==> src/rtl/ifu_fetch.sv <==
// Instruction fetch unit: one outstanding read on an AXI-lite style bus,
// started at boot or by a WBU fetch_en pulse, result handed to the IDU.
module ifu_fetch #(
  parameter int ADDR_W = 32,
  parameter int INST_W = 32
) (
  input  logic              clk,
  input  logic              rst,
  input  logic [ADDR_W-1:0] i_ifu_npc,
  input  logic              i_ifu_fetch_en,
  output logic [ADDR_W-1:0] o_ifu_araddr,
  output logic              o_ifu_arvalid,
  input  logic              i_ifu_arready,
  input  logic [INST_W-1:0] i_ifu_rdata,
  input  logic [1:0]        i_ifu_rresp,
  input  logic              i_ifu_rvalid,
  output logic              o_ifu_rready,
  output logic [INST_W-1:0] o_ifu_inst,
  output logic [ADDR_W-1:0] o_ifu_pc,
  output logic              o_ifu_valid,
  input  logic              i_ifu_ready,
  output logic              o_ifu_err,
  output logic              o_ifu_overrun
);

  // state | meaning
  // IDLE  | waiting for boot flag or fetch_en
  // AR    | read address presented, waiting for arready
  // R     | waiting for read data
  // OUT   | instruction presented to IDU, waiting for ready
  typedef enum logic [1:0] {
    S_IDLE = 2'd0,
    S_AR   = 2'd1,
    S_R    = 2'd2,
    S_OUT  = 2'd3
  } state_e;

  state_e            state_q;
  logic              boot_q;
  logic [ADDR_W-1:0] pc_q;
  logic [INST_W-1:0] inst_q;
  logic              err_q;
  logic              overrun_q;
  logic              arvalid_q;
  logic              rready_q;
  logic              valid_q;

  logic              start;
  logic              misaligned;

  assign start      = boot_q | i_ifu_fetch_en;
  assign misaligned = (i_ifu_npc[1:0] != 2'b00);

  always_ff @(posedge clk) begin
    if (rst) begin
      state_q   <= S_IDLE;
      boot_q    <= 1'b1;
      pc_q      <= '0;
      inst_q    <= '0;
      err_q     <= 1'b0;
      overrun_q <= 1'b0;
      arvalid_q <= 1'b0;
      rready_q  <= 1'b0;
      valid_q   <= 1'b0;
    end else begin
      // Any fetch_en outside IDLE is dropped, including one coinciding with the OUT handshake.
      if (i_ifu_fetch_en && (state_q != S_IDLE)) begin
        overrun_q <= 1'b1;
      end
      case (state_q)
        S_IDLE: begin
          if (start) begin
            boot_q <= 1'b0;
            pc_q   <= i_ifu_npc;
            if (misaligned) begin
              state_q <= S_OUT;
              inst_q  <= '0;
              err_q   <= 1'b1;
              valid_q <= 1'b1;
            end else begin
              state_q   <= S_AR;
              err_q     <= 1'b0;
              arvalid_q <= 1'b1;
            end
          end
        end
        S_AR: begin
          if (i_ifu_arready) begin
            state_q   <= S_R;
            arvalid_q <= 1'b0;
            rready_q  <= 1'b1;
          end
        end
        S_R: begin
          if (i_ifu_rvalid) begin
            state_q  <= S_OUT;
            rready_q <= 1'b0;
            inst_q   <= i_ifu_rdata;
            err_q    <= (i_ifu_rresp != 2'b00);
            valid_q  <= 1'b1;
          end
        end
        S_OUT: begin
          if (i_ifu_ready) begin
            state_q <= S_IDLE;
            valid_q <= 1'b0;
          end
        end
        default: state_q <= S_IDLE;
      endcase
    end
  end

  assign o_ifu_araddr  = pc_q;
  assign o_ifu_pc      = pc_q;
  assign o_ifu_inst    = inst_q;
  assign o_ifu_err     = err_q;
  assign o_ifu_overrun = overrun_q;
  assign o_ifu_arvalid = arvalid_q;
  assign o_ifu_rready  = rready_q;
  assign o_ifu_valid   = valid_q;

endmodule

==> config.mk <==
export PLATFORM = sky130hd
export DESIGN_NAME = ifu_fetch
export DESIGN_NICKNAME = d
export VERILOG_FILES = /design/src/rtl/ifu_fetch.sv
export SDC_FILE = /design/constraint.sdc
export NUM_CORES = 1
export LEC_CHECK = 0
export BUFFER_PORTS_ARGS = -buffer_cell sky130_fd_sc_hd__buf_2
export CAP_MARGIN = 40
export CORE_ASPECT_RATIO = 2
export CORE_MARGIN = 4
export CORE_UTILIZATION = 30
export CTS_CLUSTER_DIAMETER = 30
export DETAILED_ROUTE_END_ITERATION = 16
export PLACE_DENSITY = 0.66
export SKIP_CTS_REPAIR_TIMING = 1
export SYNTH_ARGS = -nofsm -noshare
export SYNTH_HDL_FRONTEND = slang
export SYNTH_SLANG_ARGS = --single-unit
==> constraint.sdc <==
create_clock -name clk -period 2.4 [get_ports clk]
set_input_delay 0.24 -clock clk [delete_from_list [all_inputs] [get_ports clk]]
set_output_delay 0.24 -clock clk [all_outputs]
set_load 0.1 [all_outputs]
=== Word-level counts from Yosys, hierarchy flattened ===
Cells that the tools add are included.

* Equal/unequal tests: 9
* Muxes and demuxes: 26
* Bitwise gates (word level): 1
* Reduce and logical (&&, ||, !) cells: 16

{| class="wikitable"
|+ Operators by type and width
! kind !! count
|-
| 32-bit two-way mux || 3
|-
| 32-bit one-hot mux with 2 select lines || 1
|-
| 1-bit two-way mux || 12
|-
| 2-bit inequality test (second input constant) || 6
|-
| 4-bit AND reduction || 3
|-
| 2-bit nonzero test || 6
|-
| 2-bit two-way mux || 5
|-
| 2-bit one-hot mux with 4 select lines || 1
|-
| 1-bit one-hot mux with 2 select lines || 3
|-
| 3-bit AND reduction || 2
|-
| 5-bit AND reduction || 1
|-
| 2-bit == test (second input constant) || 2
|-
| 1-bit one-hot mux with 3 select lines || 1
|-
| 3-bit nonzero test || 1
|-
| 2-bit by 1-bit == test with 1-bit output (second input constant) || 1
|-
| 2-bit logical NOT || 1
|-
| 2-bit AND reduction || 1
|-
| 1-bit logical AND || 1
|-
| 1-bit bitwise OR || 1
|}

* Register bits: 72
* Input bits: 72
* Logic and storage cells: 61

=== Logic depth before layout (Yosys ltp) ===
Gate-level depths: netlist (run 1).

* Word-level depth: 4
* Gate-level depth with buffers: 9
* Gate-level depth less buffers: 6

=== Worst setup path after synthesis (run 1) ===
Ideal clock, no wire load.

* Path kind: register to register
* From: reg state_q[0]
* To: reg inst_q[13] (netlist: o_ifu_inst[13])
* Setup time: 0.136 ns
* Arrival time: 1.809 ns
* Slack: 0.454 ns
* Stages on the path, launching flop included: 10
* Buffers on the path: 3
* Period minus slack after synthesis: 1.946 ns
* Cell sequence: dfxtp_1 > inv_1 > ha_1 > buf_6 > nor2b_4 > or4_4 > buf_6 > buf_6 > nand2_2 > a21oi_2

* Word-level cells in the longest chain between the ends: 3
* Elaborated cells between the ends (all ways): 8

{| class="wikitable"
|+ Ends and longest elaborated chain
! item !! RTL line !! text
|-
| start: declaration || 38 || <nowiki>state_e state_q;</nowiki>
|-
| start signal: assignment || 56 || <nowiki>state_q <= S_IDLE;</nowiki>
|-
| start signal: assignment || 76 || <nowiki>state_q <= S_OUT;</nowiki>
|-
| start signal: assignment || 81 || <nowiki>state_q <= S_AR;</nowiki>
|-
| 2-bit == test or 2-bit logical NOT (tied branches) || 70 || <nowiki>case (state_q)</nowiki>
|-
| 2-bit inequality test (no line) or 2-bit nonzero test (tied branches) || -- ||
|-
| 4-bit AND reduction (no line) || -- ||
|-
| end signal: assignment || 98 || <nowiki>inst_q <= i_ifu_rdata;</nowiki>
|-
| end: declaration || 41 || <nowiki>logic [INST_W-1:0] inst_q;</nowiki>
|}

Several ways; a longest one is shown, not always the timed one.
A chain may end at the register's enable or synchronous reset.

=== Final worst setup path (run 1) ===
* From: reg state_q[0]
* To: reg inst_q[30] (netlist: o_ifu_inst[30])

Same word-level chain as after synthesis.

==> reports/qor.csv, run 1 <==
stage,metric,value,unit
global_route,grt_pass1_wl,13880,µm
die,pin_count,173,
cts,clock_path_buffers,2,
logic_synthesis,yosys_warnings,0,
logic_synthesis,dominantRegCellSynth,dfxtp_1,
logic_synthesis,yosysSeqAreaShare,46.25,%
logic_synthesis,synth_nets,455,
sta,finalHoldViolCount,0,
cts,cts_buffers,9,
route,routed_wl,8654,µm
logic_synthesis,async_flop_share,0,%
layout,drive_above_1_share,43.19,%
sta,drv_slew,0,
die,rows,52,
layout,final_nets,587,
sta,worst_pin_slew,0.6090,ns
critical_path,critPathKind,flip-flop to flip-flop,
die,die-area,12180,µm²
place,io_buffers,172,
cts,clk_latency,0.32,ns
route,dr_total_vias,2963,
layout,diodes,0,
critical_path,worstPathArrival,2.32,ns
critical_path,start_kind,flip-flop,
cts,cts_tree,done,
global_route,grt_max_degree,43,
logic_synthesis,yosysMostFrequentCell,nand2_1,
logic_synthesis,synth_area_leaders,"dfxtp_1, nand2_1, a21oi_1",
global_route,grt_pass1_vias,2896,
logic_synthesis,synth_cell_types,34,
cts,cts.sinks,72,
place,dp.cells,633,
cts,htreeDepth,3,
route,detail-route-antenna-nets,0,
layout,stdcell_count,649,
sta,finalCritPeriodShare,88.33,%
critical_path,required,2.60,ns
global_route,overflow,0,
die,core_area,10150,µm²
worst_hold_path,holdCritPathClass,input port to flip-flop,
logic_synthesis,syn-cell-area,3117,µm²
sta,layout_min_cycle_time,2.120,ns
global_route,grt_use_total,14.23,%
route,vias_per_cell,4.565,
logic_synthesis,syn_avg_cell_area,8.267,µm²
sta,finalSetupTns,0,ns
logic_synthesis,ys_ff_latch,72,
critical_path,cp_max_fo,32,
die,die_h,152.1,µm
sta,fmax,471.7,MHz
route,drt_pass1_iterations,4,
critical_path,cp-end-kind,flip-flop,
flow_run,cap_viol_max_count,0,
sta,finClkSkew,0.003667,ns
critical_path,rrSetupSlack,0.28,ns
route,drt-initial-drc-count,97,
layout,area_delta_synth_final,34.16,%
die,die_w,80.08,µm
logic_synthesis,synth_area_leader_cell,dfxtp_1,
route,post_drt_wl_per_cell,13.33,µm
place,dp_hpwl,6534,µm
route,drc,0,
die,initial_core_util,30.71,%
logic_synthesis,synth_edf_count,0,
logic_synthesis,synthCells,377,
logic_synthesis,synthTopCellsByCount,"nand2_1, dfxtp_1, a21oi_1",
global_route,antenna_found_initial,1,
place,gp_congestion,0.8396,
sta,rsz0062_at_grt,no,
cts,clock-root-buffer,clkbuf_16,
run_status,status,completed,
sta,slew-limit-headroom,59.40,%
sta,setup_viol,0,
cts,path_clk_slew,0.06,ns
logic_synthesis,synth_top_cell_area_share,46.25,%
==> path summary, 6_finish.rpt <==
path                                                    end  cells past startpoint                        start
worst max-delay path            o_ifu_inst[30]$_SDFFE_PP0P_                      6      state_q[0]$_SDFFE_PP0P_
worst min-delay path               o_ifu_valid$_SDFFE_PP0P_                      2                  i_ifu_ready
worst max register to register  o_ifu_inst[30]$_SDFFE_PP0P_                      6      state_q[0]$_SDFFE_PP0P_
worst min register to register  o_ifu_inst[10]$_SDFFE_PP0P_                      2  o_ifu_inst[10]$_SDFFE_PP0P_
==> cell type report <==
cell class	instances	area, µm²
well taps	135	168.9
flip-flops and latches	72	1441
fillers	1071	5968
clock inverters	5	103.9
multi-input cells	243	1287
clock buffers	11	242.7
inverters	5	18.77
repair buffers	178	918.4
==> routing by layer <==
layer,vias to the layer above,GRT usage (%),part of all wire (%)
li1,1482,-,-
met1,1351,13.95,36
met2,108,26.34,54
met3,20,3.373,6.3
met4,2,7.575,3.2
met5,-,0,0.15
==> flip-flops by register name, indices dropped and copies added, names as in the netlist <==
signal         flops
o_ifu_rready       1
o_ifu_overrun      1
o_ifu_arvalid      1
state_q            2
o_ifu_inst        32
o_ifu_err          1
boot_q             1
o_ifu_araddr      32
o_ifu_valid        1
==> logic make-up (layout without fill, tap and decap cells) <==
kind of cell,Yosys count,in the layout,synth area share (%)
mux,2,2,0.6824
buf+inv,62,199,12.65
compound gates,80,80,14.93
fa+ha+maj,6,6,2.409
flops,72,72,46.25
simple gates,155,155,23.08
==> critical path, cell delays in order (launching register included) <==
cell and delay (ns):
dfxtp_1 0.39, inv_1 0.12, ha_1 0.29, nor3b_4 0.21, or4_4 0.75, nand2_1 0.15, a21oi_1 0.07
==> cell usage in the layout (no fill, tap or decap), types with 3 or more instances in the layout <==
cell type,n
nor2_1,11
ha_1,6
buf_2,172
nand2_1,89
a21oi_1,59
nor3_1,3
buf_4,5
inv_1,5
nand2_2,10
o21ai_0,3
a21oi_2,10
dfxtp_1,72
nand3_1,32
clkbuf_16,9
bufinv_16,3
==> stage by stage <==
stage / hold slack (ns) / area, µm² / worst slack (ns) / util (%)
final: 0.1423 / 4182 / 0.2800 / 41.20
after global placement: 0.4373 / 3835 / 0.3546 / 37.78
after floorplan: 0.3561 / 3117 / 0.4541 / -
after global routing: 0.1388 / 4182 / 0.1691 / 41.20
after CTS: 0.1340 / 4182 / 0.2786 / 41.20
after detailed placement: 0.4410 / 3835 / 0.2804 / 37.78
Power of run 1 is not shown: default switching activity piles up to over one toggle a cycle in this logic, so the estimate is an artifact.
==> run 2: changes to the inputs <==
--- a/config.mk
+++ b/config.mk
@@ -9,10 +9,10 @@
 export CAP_MARGIN = 40
 export CORE_ASPECT_RATIO = 2
 export CORE_MARGIN = 4
-export CORE_UTILIZATION = 30
+export CORE_UTILIZATION = 44
 export CTS_CLUSTER_DIAMETER = 30
 export DETAILED_ROUTE_END_ITERATION = 16
-export PLACE_DENSITY = 0.66
+export PLACE_DENSITY = 0.87
 export SKIP_CTS_REPAIR_TIMING = 1
 export SYNTH_ARGS = -nofsm -noshare
 export SYNTH_HDL_FRONTEND = slang
==> run 2 against run 1 <==
Fmax is 0.15% lower. Die area is 30% lower. Count of clock-buffer cells in the layout is 1 lower. Non-clock buffer count stayed put. Global-route usage is 5.8 points higher. Register-to-register slack hardly changed. Largest cell class unchanged.
==> reports/qor.csv, run 2 (synthesis results as in run 1) <==
stage,metric,value,unit,change
layout,area_delta_synth_final,31.55,%,
die,die_h,127.0,µm,-17%
global_route,grt_max_degree,37,,-14%
layout,final_common_cell,buf_2,,
global_route,overflow,0,,unchanged
sta,slew-limit-headroom,63.64,%,+4.2 points
layout,stdcell_count,604,,-6.9%
global_route,antenna_found_initial,1,,unchanged
layout,drive_above_1_share,43.39,%,+0.19 points
layout,layout_common_cells,"buf_2, nand2_1, dfxtp_1",,
die,pin_count,173,,unchanged
cts,clock-root-buffer,clkbuf_16,,
global_route,grt_pass1_vias,2867,,-1.0%
sta,finalHoldViolCount,0,,unchanged
route,vias_per_cell,5.028,,+10%
die,die-area,8575,µm²,-30%
sta,worst_pin_slew,0.5443,ns,-0.06465 ns
critical_path,critPathBufInv,1,,unchanged
cts,htreeDepth,3,,unchanged
critical_path,required,2.60,ns,about the same
sta,whs,0.1459,ns,+0.003633 ns
place,dp_hpwl,6398,µm,-2.1%
sta,finalCritPeriodShare,88.46,%,+0.13 points
critical_path,crit_family,simple AND/OR/NAND/NOR gates,,
global_route,grt_use_total,20.00,%,+5.8 points
critical_path,critPathKind,flip-flop to flip-flop,,
route,drc,0,,unchanged
place,dp.cells,588,,-7.1%
cts,cts_buffers,9,,unchanged
sta,drv_slew,0,,unchanged
critical_path,cp_cell_sequence,"inv_1, ha_1, nor3b_4, or4_4, nand2_1, a21oi_1",,
critical_path,cp-end-kind,flip-flop,,
die,initial_core_util,44.91,%,+14 points
place,pre_cts_ws,0.2996,ns,+0.01921 ns
sta,rsz0062_at_grt,no,,
route,dr_total_vias,3037,,+2.5%
layout,diodes,0,,unchanged
die,rows,43,,-17%
cts,cts.sinks,72,,unchanged
die,core_area,6940,µm²,-32%
sta,fmax,471.0,MHz,-0.15%
place,io_buffers,172,,unchanged
critical_path,cp_max_fo,32,,unchanged
cts,clock_path_buffers,2,,unchanged
route,post_drt_wl_per_cell,14.12,µm,+5.9%
sta,finClkSkew,0.005792,ns,+0.002125 ns
die,die_w,67.51,µm,-16%
route,detail-route-antenna-nets,0,,unchanged
cts,clk_latency,0.32,ns,about the same
run_status,status,completed,,
critical_path,cpPeakStageDelay,0.76,ns,about the same
route,drt-initial-drc-count,197,,+100%
global_route,grt_pass1_wl,13050,µm,-6.0%
layout,final_nets,587,,unchanged
flow_run,cap_viol_max_count,0,,unchanged
critical_path,start_kind,flip-flop,,
route,drt_pass1_iterations,4,,unchanged
sta,finalSetupTns,0,ns,unchanged
route,routed_wl,8530,µm,-1.4%
sta,timing.final.ws_setup,0.2769,ns,-0.003081 ns
cts,path_clk_slew,0.06,ns,about the same
cts,cts_tree,done,,
critical_path,worstPathArrival,2.32,ns,about the same
sta,layout_min_cycle_time,2.123,ns,+0.003081 ns
place,gp_congestion,0.8271,,-1.5%
worst_hold_path,holdCritPathClass,input port to flip-flop,,
critical_path,critical-path-slowest-cell,or4_4,,
sta,setup_viol,0,,unchanged
==> run 2: final timing paths <==
kind / slack, ns / end / start / cells after the start
hold reg to reg: 0.45 / o_ifu_inst[25]$_SDFFE_PP0P_ / o_ifu_inst[25]$_SDFFE_PP0P_ / 2
setup / recovery: 0.28 / o_ifu_inst[4]$_SDFFE_PP0P_ / state_q[1]$_SDFFE_PP0P_ / 6
setup reg to reg: 0.28 / o_ifu_inst[4]$_SDFFE_PP0P_ / state_q[1]$_SDFFE_PP0P_ / 6
hold / removal: 0.15 / o_ifu_valid$_SDFFE_PP0P_ / i_ifu_ready / 2
==> run 2: layout make-up <==
class	instances	area, µm²
Sequential cell	72	1441
Clock inverter	6	82.58
Clock buffer	10	239.0
Fill cell	599	2840
Tap cell	90	112.6
Inverter	5	18.77
Timing Repair Buffer	178	918.4
Multi-Input combinational cell	243	1287
==> run 2: worst reg2reg max path, delay by kind of cell, from the launching register on <==
kind	cells	cell delay, ns
adder cells (fa/ha/maj)	1	0.27
AO/OA/AOI/OAI	1	0.07
AND/OR/NAND/NOR	3	1.14
buffers and inverters	1	0.12
flip-flops	1	0.40
==> run 2: routing by layer <==
| metal | global-route usage (%) | wire (µm) | share of wire (%) | up-vias |
|---|---|---|---|---|
| li1 | - | - | - | 1481 |
| met1 | 18.84 | 2846 | 33 | 1391 |
| met2 | 36.65 | 4714 | 55 | 138 |
| met3 | 5.189 | 654 | 7.7 | 25 |
| met4 | 11.60 | 300 | 3.5 | 2 |
| met5 | 0 | 13 | 0.15 | - |
==> run 2: through the flow <==
step / area (µm²) / utilization (%)
6_report: 4100 / 59.08
5_1_grt: 4100 / 59.08
4_1_cts: 4100 / 59.08
3_5_place_dp: 3779 / 54.44
3_3_place_gp: 3779 / 54.44
2_1_floorplan: 3117 / -
Power of run 2 is left out for the same reason.
==> run 3: changes to the inputs <==
--- a/config.mk
+++ b/config.mk
@@ -5,6 +5,7 @@
 export SDC_FILE = /design/constraint.sdc
 export NUM_CORES = 1
 export LEC_CHECK = 0
+export ABC_AREA = 1
 export BUFFER_PORTS_ARGS = -buffer_cell sky130_fd_sc_hd__buf_2
 export CAP_MARGIN = 40
 export CORE_ASPECT_RATIO = 2
@@ -12,7 +13,7 @@
 export CORE_UTILIZATION = 44
 export CTS_CLUSTER_DIAMETER = 30
 export DETAILED_ROUTE_END_ITERATION = 16
-export PLACE_DENSITY = 0.87
+export PLACE_DENSITY = 0.86
 export SKIP_CTS_REPAIR_TIMING = 1
 export SYNTH_ARGS = -nofsm -noshare
 export SYNTH_HDL_FRONTEND = slang
==> run 3 against run 2 <==
Worst setup slack improved by 0.19 ns. Clock skew fell by 0.0017 ns. Fmax up 9.6%. Final cell count up 23%.
==> reports/qor.csv, run 3 <==
stage,metric,value,unit,change
run_status,status,completed,,
die,die-area,9309,µm²,+8.6%
route,vias_per_cell,4.549,,-9.5%
sta,fmax,516.2,MHz,+9.6%
logic_synthesis,synth_cell_types,21,,-38%
die,rows,45,,+4.7%
layout,area_delta_synth_final,29.24,%,
logic_synthesis,synth_top_cell_area_share,42.26,%,-4.0 points
critical_path,cp_max_fo,30,,-6.3%
cts,clock_path_buffers,2,,unchanged
global_route,grt_pass1_vias,3225,,+12%
route,dr_total_vias,3375,,+11%
cts,path_clk_slew,0.06,ns,about the same
layout,drive_above_1_share,30.71,%,-13 points
route,routed_wl,8336,µm,-2.3%
die,die_w,70.26,µm,+4.1%
global_route,grt_max_degree,47,,+27%
sta,finClkSkew,0.004125,ns,-0.001667 ns
global_route,antenna_found_initial,0,,-1
cts,clk_latency,0.32,ns,about the same
flow_run,cap_viol_max_count,0,,unchanged
logic_synthesis,yosysSeqAreaShare,42.26,%,-4.0 points
logic_synthesis,synthTopCellsByCount,"nor2_1, nand2_1, dfxtp_1",,
logic_synthesis,synth_area_leaders,"dfxtp_1, nor2_1, nand2_1",,
critical_path,worstPathArrival,2.19,ns,-0.13 ns
place,gp_congestion,0.8195,,-0.92%
route,drt_pass1_iterations,4,,unchanged
cts,cts_buffers,9,,unchanged
logic_synthesis,synthCells,511,,+36%
global_route,overflow,0,,unchanged
place,io_buffers,172,,unchanged
layout,diodes,0,,unchanged
layout,design_area,4408,µm²,+7.5%
critical_path,start_kind,flip-flop,,
sta,worst_pin_slew,0.9015,ns,+0.3572 ns
sta,setup_viol,0,,unchanged
critical_path,critPathKind,flip-flop to flip-flop,,
route,drt-initial-drc-count,140,,-29%
global_route,grt_pass1_wl,13830,µm,+5.9%
global_route,grt_use_total,17.89,%,-2.1 points
place,placedInstanceArea,4053,µm²,+7.3%
cts,clock-root-buffer,clkbuf_16,,
sta,rsz0062_at_grt,no,,
sta,finalHoldViolCount,0,,unchanged
route,detail-route-antenna-nets,0,,unchanged
logic_synthesis,syn_avg_cell_area,6.675,µm²,-19%
logic_synthesis,dominantRegCellSynth,dfxtp_1,,
layout,final_nets,721,,+23%
die,die_h,132.5,µm,+4.3%
logic_synthesis,yosys_warnings,0,,unchanged
logic_synthesis,syn-cell-area,3411,µm²,+9.4%
logic_synthesis,yosysMostFrequentCell,nor2_1,,
route,drc,0,,unchanged
sta,timing.final.ws_setup,0.4629,ns,+0.1859 ns
layout,layout_common_cells,"buf_2, nor2_1, nand2_1",,
critical_path,rrSetupSlack,0.46,ns,+0.19 ns
place,dp_hpwl,6410,µm,+0.20%
critical_path,cp-end-kind,flip-flop,,
sta,finalSetupTns,0,ns,unchanged
sta,layout_min_cycle_time,1.937,ns,-0.1859 ns
cts,cts.sinks,72,,unchanged
sta,finalCritPeriodShare,80.71,%,-7.7 points
logic_synthesis,async_flop_share,0,%,unchanged
worst_hold_path,holdCritPathClass,input port to flip-flop,,
logic_synthesis,synth_nets,589,,+29%
place,pre_cts_ws,0.4691,ns,+0.1694 ns
die,initial_core_util,44.87,%,about the same
die,core_area,7601,µm²,+9.5%
sta,slew-limit-headroom,39.84,%,-24 points
cts,cts_tree,done,,
layout,final_common_cell,buf_2,,
route,post_drt_wl_per_cell,11.23,µm,-20%
sta,drv_slew,0,,unchanged
logic_synthesis,synth_area_leader_cell,dfxtp_1,,
logic_synthesis,ys_ff_latch,72,,unchanged
logic_synthesis,synth_edf_count,0,,unchanged
cts,htreeDepth,3,,unchanged
die,pin_count,173,,unchanged
layout,nFillCells,706,,+18%
critical_path,required,2.66,ns,+0.06 ns
## run 3: final timing paths
check	startpoint	end	cells after the start
worst max-delay path	state_q[0]$_SDFFE_PP0P_	o_ifu_araddr[27]$_SDFFE_PP0P_	7
worst min-delay path	rst	o_ifu_arvalid$_SDFFE_PP0P_	2
worst max register to register	state_q[0]$_SDFFE_PP0P_	o_ifu_araddr[27]$_SDFFE_PP0P_	7
worst min register to register	o_ifu_valid$_SDFFE_PP0P_	o_ifu_valid$_SDFFE_PP0P_	2
## run 3: metrics by stage
step / hold WS [ns] / util (%) / cells
finish: 0.1178 / 57.99 / 742
global route: 0.1096 / 57.99 / 742
CTS: 0.1021 / 57.99 / 742
detailed placement: 0.4458 / 53.32 / 726
global placement: 0.4386 / 53.32 / 726
floorplan: 0.3091 / - / 511
## run 3: layout make-up
class | count | area, µm² | area share, %
Timing Repair Buffer | 175 | 895.9 | 20.32
Clock inverter | 5 | 102.6 | 2.328
Clock buffer | 11 | 252.7 | 5.734
Multi-Input combinational cell | 322 | 1361 | 30.88
Inverter | 63 | 236.5 | 5.365
Tap cell | 94 | 117.6 | 2.668
Sequential cell | 72 | 1441 | 32.70
## run 3: per-layer routing
layer | share of wire, % | GRT usage, % | wire length [µm] | vias to the layer above
met1 | 37 | 17.47 | 3097 | 1479
met3 | 7.0 | 3.802 | 581 | 15
met5 | 0 | 0 | 0 | -
li1 | - | - | - | 1742
met4 | 2.3 | 9.168 | 190 | 0
met2 | 54 | 33.98 | 4467 | 139
## run 3: kinds of logic (layout without fill, tap and decap cells)
logic type,after synthesis,after routing,share of synthesized area [%]
simple gates,272,272,31.00
buf+inv,117,254,17.83
flops,72,72,42.26
compound gates,43,43,6.419
fa+ha+maj,6,6,2.201
mux,1,1,0.2935
## run 3: worst max-delay path, stage by stage, from the launching register on
cell	delay [ns]
dfxtp_1	0.37
inv_1	0.11
ha_1	0.30
inv_2	0.16
nor2_4	0.05
inv_1	0.65
nor2_1	0.08
nor2_1	0.14
Power of run 3 is left out for the same reason.
